==> src/rtl/syncqual_if.sv <==
// Measurement/result bundle for the multi-channel sync-position qualifier.
// Channel c occupies bits [c*NBITS +: NBITS] of i_val and o_val.
interface syncqual_if #(
    parameter int unsigned NCH   = 2,
    parameter int unsigned NBITS = 16
);
    logic                 i_clear;
    logic [NCH-1:0]       i_v;
    logic [NCH*NBITS-1:0] i_val;
    logic [NCH*NBITS-1:0] o_val;
    logic [NCH-1:0]       o_locked;
    logic [NCH-1:0]       o_lost;
    logic                 o_all_locked;

    modport master (
        output i_clear, i_v, i_val,
        input  o_val, o_locked, o_lost, o_all_locked
    );

    modport slave (
        input  i_clear, i_v, i_val,
        output o_val, o_locked, o_lost, o_all_locked
    );
endinterface

==> src/rtl/syncqual.sv <==
// Per-channel sync-position qualifier: credibility counter with lock hysteresis.
// Optional macro SYNCQUAL_HOLD_EN keeps the last locked position on o_val after unlock.
module syncqual #(
    parameter int unsigned NCH          = 2,
    parameter int unsigned NBITS        = 16,
    parameter int unsigned QUALITY_BITS = 3,
    parameter int unsigned UNLOCK_LEVEL = 3,
    parameter int unsigned TOLERANCE    = 0
) (
    input logic       i_clk,
    input logic       i_reset_n,
    syncqual_if.slave bus
);
    localparam int unsigned DW = NBITS + 1;
    localparam logic [QUALITY_BITS-1:0] LMAX = '1;
    localparam logic [QUALITY_BITS-1:0] ULVL = QUALITY_BITS'(UNLOCK_LEVEL);
    localparam logic [DW-1:0]           TOL  = DW'(TOLERANCE);

    logic [NCH-1:0]          sv_q, sv_d, smatch_q, smatch_d;
    logic [NBITS-1:0]        sval_q [NCH];
    logic [NBITS-1:0]        sval_d [NCH];
    logic [NBITS-1:0]        ref_q  [NCH];
    logic [NBITS-1:0]        ref_d  [NCH];
    logic [QUALITY_BITS-1:0] ngood_q [NCH];
    logic [QUALITY_BITS-1:0] ngood_d [NCH];
    logic [NCH-1:0]          locked_q, locked_d, lost_q, lost_d;
    logic                    all_q, all_d;
    logic [NCH*NBITS-1:0]    val_q, val_d;

    // Non-wrapping absolute difference on NBITS+1 bits.
    function automatic logic [DW-1:0] abs_diff(input logic [NBITS-1:0] a, input logic [NBITS-1:0] b);
        logic [DW-1:0] ea, eb;
        ea = DW'(a);
        eb = DW'(b);
        return (ea >= eb) ? (ea - eb) : (eb - ea);
    endfunction

    always_comb begin
        sv_d     = '0;
        smatch_d = '0;
        locked_d = locked_q;
        lost_d   = '0;
        val_d    = val_q;
        for (int unsigned c = 0; c < NCH; c++) begin
            sval_d[c]  = '0;
            ref_d[c]   = ref_q[c];
            ngood_d[c] = ngood_q[c];

            // Stage B: capture a new candidate or move the credibility counter.
            if (sv_q[c]) begin
                if (ngood_q[c] == '0) begin
                    ref_d[c]   = sval_q[c];
                    ngood_d[c] = QUALITY_BITS'(1);
                end else if (smatch_q[c]) begin
                    if (ngood_q[c] != LMAX) ngood_d[c] = ngood_q[c] + 1'b1;
                end else begin
                    ngood_d[c] = ngood_q[c] - 1'b1;
                end
            end

            // Stage A: match against the reference the sample will actually meet in stage B.
            sv_d[c]     = bus.i_v[c];
            sval_d[c]   = bus.i_val[c*NBITS +: NBITS];
            smatch_d[c] = (abs_diff(sval_d[c], ref_d[c]) <= TOL);

            // Stage C: lock state from the settled counter.
            if (ngood_q[c] == LMAX) begin
                locked_d[c] = 1'b1;
            end else if (locked_q[c] && (ngood_q[c] <= ULVL)) begin
                locked_d[c] = 1'b0;
                lost_d[c]   = 1'b1;
            end

            if (locked_d[c]) begin
                val_d[c*NBITS +: NBITS] = ref_q[c];
            end else begin
`ifdef SYNCQUAL_HOLD_EN
                val_d[c*NBITS +: NBITS] = val_q[c*NBITS +: NBITS];
`else
                val_d[c*NBITS +: NBITS] = '0;
`endif
            end
        end

        if (bus.i_clear) begin
            sv_d     = '0;
            smatch_d = '0;
            locked_d = '0;
            lost_d   = '0;
            val_d    = '0;
            for (int unsigned c = 0; c < NCH; c++) begin
                sval_d[c]  = '0;
                ref_d[c]   = '0;
                ngood_d[c] = '0;
            end
        end

        all_d = &locked_d;
    end

    always_ff @(posedge i_clk or negedge i_reset_n) begin
        if (!i_reset_n) begin
            sv_q     <= '0;
            smatch_q <= '0;
            locked_q <= '0;
            lost_q   <= '0;
            all_q    <= 1'b0;
            val_q    <= '0;
            for (int unsigned c = 0; c < NCH; c++) begin
                sval_q[c]  <= '0;
                ref_q[c]   <= '0;
                ngood_q[c] <= '0;
            end
        end else begin
            sv_q     <= sv_d;
            smatch_q <= smatch_d;
            locked_q <= locked_d;
            lost_q   <= lost_d;
            all_q    <= all_d;
            val_q    <= val_d;
            for (int unsigned c = 0; c < NCH; c++) begin
                sval_q[c]  <= sval_d[c];
                ref_q[c]   <= ref_d[c];
                ngood_q[c] <= ngood_d[c];
            end
        end
    end

    assign bus.o_val        = val_q;
    assign bus.o_locked     = locked_q;
    assign bus.o_lost       = lost_q;
    assign bus.o_all_locked = all_q;
endmodule

==> src/flat_wrapper.sv <==
// flat-port wrapper written by rule: the top's interface ports become plain ports
module syncqual_flat 
#(
    parameter int unsigned NCH          = 2,
    parameter int unsigned NBITS        = 16,
    parameter int unsigned QUALITY_BITS = 3,
    parameter int unsigned UNLOCK_LEVEL = 3,
    parameter int unsigned TOLERANCE    = 0
)
  (i_clk, i_reset_n, bus_i_clear, bus_i_v, bus_i_val, bus_o_val, bus_o_locked, bus_o_lost, bus_o_all_locked);
  syncqual_if #(.NCH(NCH), .NBITS(NBITS)) bus_i ();
  input logic i_clk;
  input logic i_reset_n;
  input wire logic [$bits(bus_i.i_clear)-1:0] bus_i_clear;
  input wire logic [$bits(bus_i.i_v)-1:0] bus_i_v;
  input wire logic [$bits(bus_i.i_val)-1:0] bus_i_val;
  output wire logic [$bits(bus_i.o_val)-1:0] bus_o_val;
  output wire logic [$bits(bus_i.o_locked)-1:0] bus_o_locked;
  output wire logic [$bits(bus_i.o_lost)-1:0] bus_o_lost;
  output wire logic [$bits(bus_i.o_all_locked)-1:0] bus_o_all_locked;
  assign bus_i.i_clear = bus_i_clear;
  assign bus_i.i_v = bus_i_v;
  assign bus_i.i_val = bus_i_val;
  assign bus_o_val = bus_i.o_val;
  assign bus_o_locked = bus_i.o_locked;
  assign bus_o_lost = bus_i.o_lost;
  assign bus_o_all_locked = bus_i.o_all_locked;
  syncqual #(.NCH(NCH), .NBITS(NBITS), .QUALITY_BITS(QUALITY_BITS), .UNLOCK_LEVEL(UNLOCK_LEVEL), .TOLERANCE(TOLERANCE)) u_core (.i_clk(i_clk), .i_reset_n(i_reset_n), .bus(bus_i));
endmodule
==> config.mk <==
export PLATFORM = sky130hd
export DESIGN_NAME = syncqual_flat
export DESIGN_NICKNAME = d
export VERILOG_FILES = /design/src/rtl/syncqual_if.sv /design/src/rtl/syncqual.sv /design/src/flat_wrapper.sv
export SDC_FILE = /design/constraint.sdc
export NUM_CORES = 1
export LEC_CHECK = 0
export ABC_AREA = 1
export CAP_MARGIN = 5
export CELL_PAD_IN_SITES_DETAIL_PLACEMENT = 1
export CELL_PAD_IN_SITES_GLOBAL_PLACEMENT = 1
export CORE_UTILIZATION = 38
export CTS_CLUSTER_DIAMETER = 60
export DETAILED_ROUTE_END_ITERATION = 10
export PLACE_DENSITY_LB_ADDON = 0.1
export RECOVER_POWER = 100
export SYNTH_ARGS = -nofsm -noshare
export SYNTH_HDL_FRONTEND = slang
export SYNTH_SLANG_ARGS = --single-unit
==> constraint.sdc <==
create_clock -name i_clk -period 7.6 [get_ports i_clk]
set_input_delay 0.76 -clock i_clk [delete_from_list [all_inputs] [get_ports i_clk]]
set_output_delay 0.76 -clock i_clk [all_outputs]
set_load 0.005 [all_outputs]
# After elaboration in Yosys (flattened, before gate mapping)

Cells that the tools add are included.

Add/subtract/negate cells: 8
Order comparisons: 6
Equality and inequality tests: 6
Multiplexer cells: 32
Reductions and logical operators: 9

Operator list:

| cell                                                                              | count |
|---|---|
| 16-bit two-way mux                                                                | 6 |
| 32-bit two-way mux                                                                | 3 |
| 16-bit by 16-bit subtractor with 17-bit output                                    | 4 |
| 17-bit by 1-bit less-or-equal comparator with 1-bit output, second input constant | 2 |
| 17-bit two-way mux                                                                | 2 |
| 16-bit >= comparator                                                              | 2 |
| 3-bit two-way mux                                                                 | 8 |
| 1-bit two-way mux                                                                 | 8 |
| 2-bit two-way mux                                                                 | 4 |
| 4-bit != test, second input constant                                              | 2 |
| 3-bit by 1-bit adder with 3-bit output, second input constant                     | 2 |
| 3-bit equality test, second input constant                                        | 2 |
| 3-bit by 2-bit less-or-equal comparator with 1-bit output, second input constant  | 2 |
| 3-bit logical NOT                                                                 | 2 |
| 6-bit two-way mux                                                                 | 1 |
| 3-bit != test, second input constant                                              | 2 |
| 2-bit AND reduction                                                               | 3 |
| 3-bit by 1-bit subtractor with 3-bit output, second input constant                | 2 |
| 2-bit nonzero test                                                                | 2 |
| 1-bit logical AND                                                                 | 2 |

Bits in registers: 111
Input bits: 37
Output and inout bits: 37
Word-level logic and storage cells: 73

# Depth between registers and ports, before layout

Gate-level depths: netlist (run 1).

Depth in word-level cells: 7
Gate-level depth with buffers: 25
Depth with buffers taken out: 23

# Worst setup path after synthesis (run 1)

No wires, ideal clock.

Path kind: register to register
Start: register u_core.ngood_q[4] (netlist name)
End: register u_core.smatch_q[0]
Arrival time: 2745 ps
Slack: 4784 ps
Stages on the path, launching flop included: 21
Period minus slack after synthesis: 2816 ps
Cells stage by stage: dfrtp_1 -> nor3_1 -> nand2_1 -> clkbuf_1 -> o21ai_0 -> inv_1 -> ha_1 -> buf_6 -> nand2_2 -> inv_2 -> nand2_1 -> nand2_1 -> nand2_1 -> nand3_2 -> nand2_2 -> nand3_2 -> nor2_1 -> nor2_1 -> a21oi_1 -> nand3_1 -> nor2_1

Longest elaborated chain between the ends: 7
Elaborated cells on any way between the ends: 9
Classes of those cells: add/sub (2); order compare (2); mux (4); reduce/logical (1)

Ends and longest elaborated chain:

| item                                                                                   | RTL line        | text |
|---|---|---|
| from (decl)                                                                            | syncqual.sv:24  | `logic [QUALITY_BITS-1:0] ngood_q [NCH];` |
| from (signal, indexed assignment)                                                      | syncqual.sv:124 | `ngood_q[c] <= ngood_d[c];` |
| 3-bit logical NOT *                                                                    | syncqual.sv:51  | `if (ngood_q[c] == '0) begin` |
| 16-bit two-way mux *                                                                   | syncqual.sv:51  |  |
| 16-bit two-way mux *                                                                   | syncqual.sv:50  | `if (sv_q[c]) begin` |
| 16-bit by 16-bit subtractor with 17-bit output or 16-bit >= comparator (tied branches) | syncqual.sv:35  | `return (ea >= eb) ? (ea - eb) : (eb - ea);` |
| 17-bit two-way mux *                                                                   | syncqual.sv:35  |  |
| 17-bit by 1-bit less-or-equal comparator with 1-bit output *                           | syncqual.sv:64  | `smatch_d[c] = (abs_diff(sval_d[c], ref_d[c]) <= TOL);` |
| 2-bit two-way mux *                                                                    | syncqual.sv:85  | `if (bus.i_clear) begin` |
| net u_core.smatch_d[0]                                                                 | syncqual.sv:19  | `logic [NCH-1:0] sv_q, sv_d, smatch_q, smatch_d;` |
| to (signal assigned)                                                                   | syncqual.sv:116 | `smatch_q <= smatch_d;` |
| to (decl)                                                                              | syncqual.sv:19  |  |

The timed path passes the listed nets; every way through them passes the cells marked *.
A chain may end at the register's enable or synchronous reset.

# Worst setup path in the final report (run 1)

Start: input port bus_i_clear
End: register u_core.val_q[8] (netlist: u_core.bus.o_val[8])

Longest elaborated chain between the ends: 1

Ends and longest elaborated chain:

| item                 | RTL line           | text |
|---|---|---|
| from (decl)          | flat_wrapper.sv:14 | `input wire logic [$bits(bus_i.i_clear)-1:0] bus_i_clear;` |
| 32-bit two-way mux   | syncqual.sv:85     |  |
| net u_core.val_d[8]  | syncqual.sv:28     | `logic [NCH*NBITS-1:0] val_q, val_d;` |
| to (signal assigned) | syncqual.sv:120    | `val_q <= val_d;` |
| to (decl)            | syncqual.sv:28     |  |

The timed path passes the listed nets, and every way through them passes these cells.

==> results of run 1 <==
kinds of logic after synthesis:
group	after synthesis	synth area share
flops	111	0.345
buf+inv	257	0.125
xor+xnor	21	0.0228
compound gates	121	0.0807
fa+ha+maj	66	0.104
simple gates	617	0.323
worst max path at each step:
stage / endpoint / cells past startpoint / slack, ns
2_1_floorplan: u_core.smatch_q[0] / 20 / 4.78
3_3_place_gp: u_core.smatch_q[0] / 16 / 3.62
3_5_place_dp: u_core.smatch_q[0] / 16 / 3.62
4_1_cts: u_core.smatch_q[0] / 16 / 3.56
5_1_grt: u_core.bus.o_val[11] / 5 / 2.50
6_report: u_core.bus.o_val[8] / 5 / 2.97
where the power goes:
part | total, mW | switching, mW | internal (mW)
clock | 0.493 | 0.252 | 0.240
sequential | 0.630 | 0.0112 | 0.618
combinational | 0.786 | 0.528 | 0.258
cells in the final DEF, fill, tap and decap left out, types with 4 or more instances in the layout:
cell type        synthesis  final
o21bai_1                 4      4
nand4_1                 13     13
clkbuf_16                0      9
nor3_1                   8      8
nand2_1                325    325
nor2_1                 169    169
clkdlybuf4s50_1          0     34
inv_1                  213    213
o21ai_0                 47     47
inv_2                   11     11
xor2_1                  19     19
a21oi_1                 57     57
nand2_2                 13     13
nor2_2                   6      6
nand3_2                  5      5
dfrtp_1                111    111
nand3_1                 64     64
ha_1                    64     64
dlygate4sd3_1            0     37
sequential cells by signal, indices dropped and copies added, names as in the netlist:
name / count
u_core.bus.o_all_locked: 1
u_core.bus.o_locked: 2
u_core.bus.o_lost: 2
u_core.bus.o_val: 32
u_core.ngood_q: 6
u_core.ref_q: 32
u_core.smatch_q: 2
u_core.sv_q: 2
u_core.sval_q: 32
critical path, cell delays in order:
cell      delay, ns
buf_2          0.08
clkbuf_1       2.51
inv_1          0.53
nand2_1        0.81
nor2_1         0.12
layout make-up:
class	count	area (µm²)
Fill cell	2708	11200
Clock inverter	7	93.8
Multi-Input combinational cell	825	4280
Timing Repair Buffer	75	731
Clock buffer	9	225
Sequential cell	111	2780
Tap cell	270	338
Inverter	224	841
routing by layer:
| layer | wire [µm] | global-route usage |
|---|---|---|
| met4 | 198 | 0.0361 |
| met2 | 9460 | 0.329 |
| met1 | 12000 | 0.333 |
| met5 | 0 | 0 |
| met3 | 745 | 0.0247 |
==> impl_metrics.sql, run 1 <==
INSERT INTO impl_metrics (metric_group, metric, value, unit) VALUES
('finish', 'drive_gt1_frac', '0.0512', ''),
('finish', 'fin_area', '9290', 'µm²'),
('timing', 'layout_worst_path_cycle_share', '0.610', ''),
('grt', 'via_count_of_the_first_global_routing_pass', '7412', ''),
('logic_synthesis', 'synth-main-ff-cell', 'dfrtp_1', ''),
('timing', 'final_hold_viol_count', '0', ''),
('critical_path', 'endpoint_required_time_on_the_critical_path', '7.81', 'ns'),
('grt', 'grt_pass1_wl', '37.6', 'mm'),
('timing', 'fin_worst_hold_slack', '0.493', 'ns'),
('critical_path', 'worstReg2RegStart', 'u_core.ngood_q[4]', ''),
('timing', 'finalWorstSetupSlack', '2.97', 'ns'),
('logic_synthesis', 'synth_area_leaders', 'dfrtp_1 34%, nand2_1 15%, ha_1 9.9%', ''),
('min_path', 'hold_class', 'flip-flop to flip-flop', ''),
('floorplan', 'floorplan.io_pins', '74', ''),
('critical_path', 'crit_path_start', 'bus_i_clear', ''),
('flow_run', 'drv_cap', '2', ''),
('finish', 'final_util', '0.453', ''),
('floorplan', 'total_die_area', '21800', 'µm²'),
('power', 'power_density', '206', 'nW/µm²'),
('finish', 'nets', '1349', ''),
('power', 'p_leak', '5.36', 'nW'),
('placed_design', 'place.detailed.instances', '1505', ''),
('clock_network', 'post_cts_resize_count', '0', ''),
('placed_design', 'gp_congestion', '0.858', ''),
('power', 'total_power', '1.91', 'mW'),
('critical_path', 'reg2reg_depth', '16', ''),
('timing', 'setup_viol', '0', ''),
('floorplan', 'die_width', '148', 'µm'),
('detailed_routing', 'routed_wl', '22.4', 'mm'),
('floorplan', 'core_region_area', '20500', 'µm²'),
('critical_path', 'cp.arrival', '4.84', 'ns'),
('logic_synthesis', 'post-synth-top-area-cell', 'dfrtp_1', ''),
('run_status', 'failed_checks', 'capacitance limit, slew limit', ''),
('floorplan', 'start_util', '0.393', ''),
('grt', 'pin_count_of_the_biggest_net_entering_global_routing', '77', ''),
('timing', 'max-slew-margin-rel', '-1.40', ''),
('critical_path', 'reg2reg_setup_slack', '3.55', 'ns'),
('detailed_routing', 'remaining_drc_errors', '0', ''),
('grt', 'antenna_found_initial', '0', ''),
('run_status', 'status', 'complete, but fails checks', ''),
('detailed_routing', 'ant_nets', '0', ''),
('clock_network', 'max-clock-path-buffers', '2', ''),
('finish', 'post_layout_instance_count_excluding_filler_cells', '1521', ''),
('detailed_routing', 'vias_per_cell', '4.78', ''),
('clock_network', 'tritoncts_clock_tree', 'yes', ''),
('grt', 'globalRouteTotalUtil', '0.217', ''),
('critical_path', 'worstSetupPathType', 'input port to flip-flop', ''),
('timing', 'maxSlewViolCount', '132', ''),
('clock_network', 'cts_sink_count', '111', ''),
('logic_synthesis', 'mappedNetlistNets', '1296', ''),
('power', 'worst_ir_drop_vdd', '110', 'µV'),
('min_path', 'hold_path_depth', '2', ''),
('timing', 'setup_total_negative_slack', '0', 'ns'),
('floorplan', 'row_count', '52', ''),
('clock_network', 'clk_pin_slew', '0.08', 'ns'),
('clock_network', 'cts_htree_levels', '3', ''),
('logic_synthesis', 'post-synth-top-area-fraction', '0.345', ''),
('logic_synthesis', 'synthesis.area', '8060', 'µm²'),
('timing', 'finalWorstPathRequiredPeriod', '4.63', 'ns'),
('logic_synthesis', 'avgSynthCellArea', '6.76', 'µm²'),
('critical_path', 'crit_path_max_fanout', '76', ''),
('clock_network', 'cts_buffers', '9', ''),
('detailed_routing', 'route.detailed.wl_per_inst', '14.7', 'µm'),
('detailed_routing', 'drt-initial-drc-count', '338', ''),
('logic_synthesis', 'syn_inst', '1193', ''),
('logic_synthesis', 'netlist_top_cells_count', '325 x nand2_1, 213 x inv_1, 169 x nor2_1', ''),
('finish', 'insertedDiodeCount', '0', ''),
('timing', 'grt_setup_unrepaired', 'false', ''),
('critical_path', 'capture_point_of_the_worst_reg_to_reg_path', 'u_core.smatch_q[0]', ''),
('floorplan', 'die_h', '148', 'µm'),
('critical_path', 'endpoint_kind', 'flip-flop', '');
No activity file was read; power rests on OpenSTA's default activity.
==> run 2, diff against run 1 <==
clock period = 3.93 ns   (was 7.6 ns; I/O delays follow)
==> impl_metrics.sql, run 2 (synthesis gave the netlist of run 1 again) <==
INSERT INTO impl_metrics (metric_group, metric, value, unit) VALUES
('timing', 'worst_pin_slew', '2.92', 'ns'),
('grt', 'grtUsageMet3', '0.0275', ''),
('clock_network', 'max-clock-path-buffers', '2', ''),
('clock_network', 'worstSkewPairLatency', '0.36', 'ns'),
('floorplan', 'die_h', '148', 'µm'),
('placed_design', 'place_ws', '0.548', 'ns'),
('timing', 'setup_viol', '0', ''),
('grt', 'grt_overflow_total', '0', ''),
('placed_design', 'dp.final_hpwl', '18.8', 'mm'),
('floorplan', 'row_count', '52', ''),
('floorplan', 'start_util', '0.393', ''),
('power', 'power.switching_fraction', '0.415', ''),
('timing', 'setup_total_negative_slack', '0', 'ns'),
('floorplan', 'die_width', '148', 'µm'),
('clock_network', 'cts_buffers', '9', ''),
('floorplan', 'core_region_area', '20500', 'µm²'),
('timing', 'grt_setup_unrepaired', 'false', ''),
('power', 'worst_ir_drop_vdd', '221', 'µV'),
('grt', 'grt_pass1_wl', '39.3', 'mm'),
('power', 'clock_power_share', '0.256', ''),
('detailed_routing', 'vias_per_cell', '4.76', ''),
('critical_path', 'endpoint_required_time_on_the_critical_path', '4.23', 'ns'),
('finish', 'drive_gt1_frac', '0.0638', ''),
('grt', 'pin_count_of_the_biggest_net_entering_global_routing', '76', ''),
('min_path', 'hold_class', 'flip-flop to flip-flop', ''),
('detailed_routing', 'drt-initial-drc-count', '325', ''),
('detailed_routing', 'remaining_drc_errors', '0', ''),
('grt', 'via_count_of_the_first_global_routing_pass', '7560', ''),
('finish', 'flow.area_growth_from_synthesis', '16.7', '%'),
('timing', 'max_freq', '0.289', 'GHz'),
('finish', 'post_layout_instance_count_excluding_filler_cells', '1539', ''),
('clock_network', 'tritoncts_clock_tree', 'yes', ''),
('timing', 'finalWorstSetupSlack', '0.470', 'ns'),
('detailed_routing', 'route.detailed.wl_per_inst', '15.1', 'µm'),
('power', 'proportion_of_power_drawn_by_combinational_gates', '0.417', ''),
('finish', 'mostFrequentLayoutCell', 'nand2_1', ''),
('floorplan', 'floorplan.io_pins', '74', ''),
('placed_design', 'io_buffer_count', '73', ''),
('detailed_routing', 'ant_nets', '0', ''),
('power', 'p_sw', '1.54', 'mW'),
('clock_network', 'clk_pin_slew', '0.09', 'ns'),
('run_status', 'status', 'complete, but fails checks', ''),
('flow_run', 'drv_cap', '2', ''),
('power', 'p_leak', '5.44', 'nW'),
('clock_network', 'post-cts-setup-buffer-count', '0', ''),
('timing', 'finalWorstPathRequiredPeriod', '3.46', 'ns'),
('clock_network', 'post_cts_resize_count', '0', ''),
('critical_path', 'critical_path.startpoint_type', 'flip-flop', ''),
('floorplan', 'total_die_area', '21800', 'µm²'),
('clock_network', 'postCtsHoldBufs', '0', ''),
('detailed_routing', 'detailedRoute.firstPassIterationCount', '5', ''),
('critical_path', 'cp.arrival', '3.76', 'ns'),
('critical_path', 'endpoint_kind', 'flip-flop', ''),
('finish', 'final_cell_mix', '325 x nand2_1, 213 x inv_1, 169 x nor2_1', ''),
('finish', 'insertedDiodeCount', '0', ''),
('grt', 'grt_util_met1', '0.347', ''),
('placed_design', 'place.detailed.instances', '1523', ''),
('timing', 'final.setup_skew', '0.0128', 'ns'),
('critical_path', 'crit_path_max_fanout', '32', ''),
('grt', 'globalRouteMet2Util', '0.347', ''),
('clock_network', 'cts_htree_levels', '3', ''),
('timing', 'maxSlewViolCount', '131', ''),
('grt', 'global_route.peak_usage_layer', 'met2', ''),
('grt', 'globalRouteTotalUtil', '0.228', ''),
('power', 'pwr-share-seq', '0.327', ''),
('clock_network', 'ctsRootBufferMaster', 'clkbuf_16', ''),
('critical_path', 'worstSetupPathType', 'flip-flop to flip-flop', ''),
('power', 'p_int', '2.18', 'mW'),
('timing', 'final_hold_viol_count', '0', ''),
('power', 'power_density', '395', 'nW/µm²'),
('finish', 'nets', '1367', ''),
('clock_network', 'cts_sink_count', '111', ''),
('grt', 'antenna_found_initial', '0', ''),
('timing', 'max-slew-margin-rel', '-0.948', ''),
('run_status', 'failed_checks', 'capacitance limit, slew limit', ''),
('detailed_routing', 'routed-via-count', '7332', ''),
('detailed_routing', 'routed_wl', '23.3', 'mm'),
('placed_design', 'gp_congestion', '0.859', ''),
('timing', 'layout_worst_path_cycle_share', '0.881', ''),
('finish', 'final_util', '0.459', '');
run 2: changes by cell type in the layout (fill, tap and decap cells not counted), sizes merged:
cell	before	now
clkbuf	11	15
buf	2	16
run 2: area by class of cell:
type | instances | area [µm²]
fillers | 2716 | 11100
multi-input cells | 825 | 4280
repair buffers | 93 | 860
clock buffers | 9 | 225
inverters | 224 | 841
clock inverters | 7 | 91.3
flip-flops and latches | 111 | 2780
well taps | 270 | 338
run 2: worst paths after layout:
kind / slack (ns) / depth (start not counted) / endpoint / startpoint
max in group asynchronous: 1.12 / 2 / u_core.ngood_q[4] / i_reset_n
min in group asynchronous: 0.98 / 1 / u_core.bus.o_val[16] / i_reset_n
worst min-delay path: 0.49 / 2 / u_core.bus.o_val[23] / u_core.ref_q[7]
worst min register to register: 0.49 / 2 / u_core.bus.o_val[23] / u_core.ref_q[7]
worst max-delay path: 0.47 / 16 / u_core.smatch_q[0] / u_core.ngood_q[4]
worst max register to register: 0.47 / 16 / u_core.smatch_q[0] / u_core.ngood_q[4]
run 2: critical path: stages, from the launching register on:
cell     delay (ns)
dfrtp_1        0.44
nor3_1         0.38
nand2_1        0.09
buf_4          0.25
o21ai_0        0.37
inv_1          0.08
ha_1           0.51
nand2_1        0.16
o21ai_0        0.36
inv_1          0.12
nand2_1        0.09
nand2_1        0.05
nand2_1        0.07
nand3_1        0.11
a21oi_1        0.14
nand3_1        0.08
nor2_1         0.08
run 2: routing by layer:
layer  part of all wire  wire length [µm]
met4             0.0073               170
met3              0.022               522
met5                  0                 0
met2               0.43              9890
met1               0.54             12700
run 2: power groups by stage:
stage | Clock [mW] | Combinational (mW) | Sequential [mW]
after floorplan | 0 | 1.13 | 1.23
after global placement | 0 | 1.53 | 1.24
after detailed placement | 0 | 1.55 | 1.24
after CTS | 0.975 | 1.56 | 1.22
after global routing | 1.02 | 1.78 | 1.22
final | 0.952 | 1.55 | 1.22
run 2: per-stage QoR:
step	total power [mW]	instance area (µm²)	hold slack (ns)
floorplan	2.36	8060	0.0974
global placement	2.76	9120	0.465
detailed placement	2.79	9120	0.476
CTS	3.75	9440	0.0971
global route	4.02	9410	0.518
finish	3.72	9410	0.492
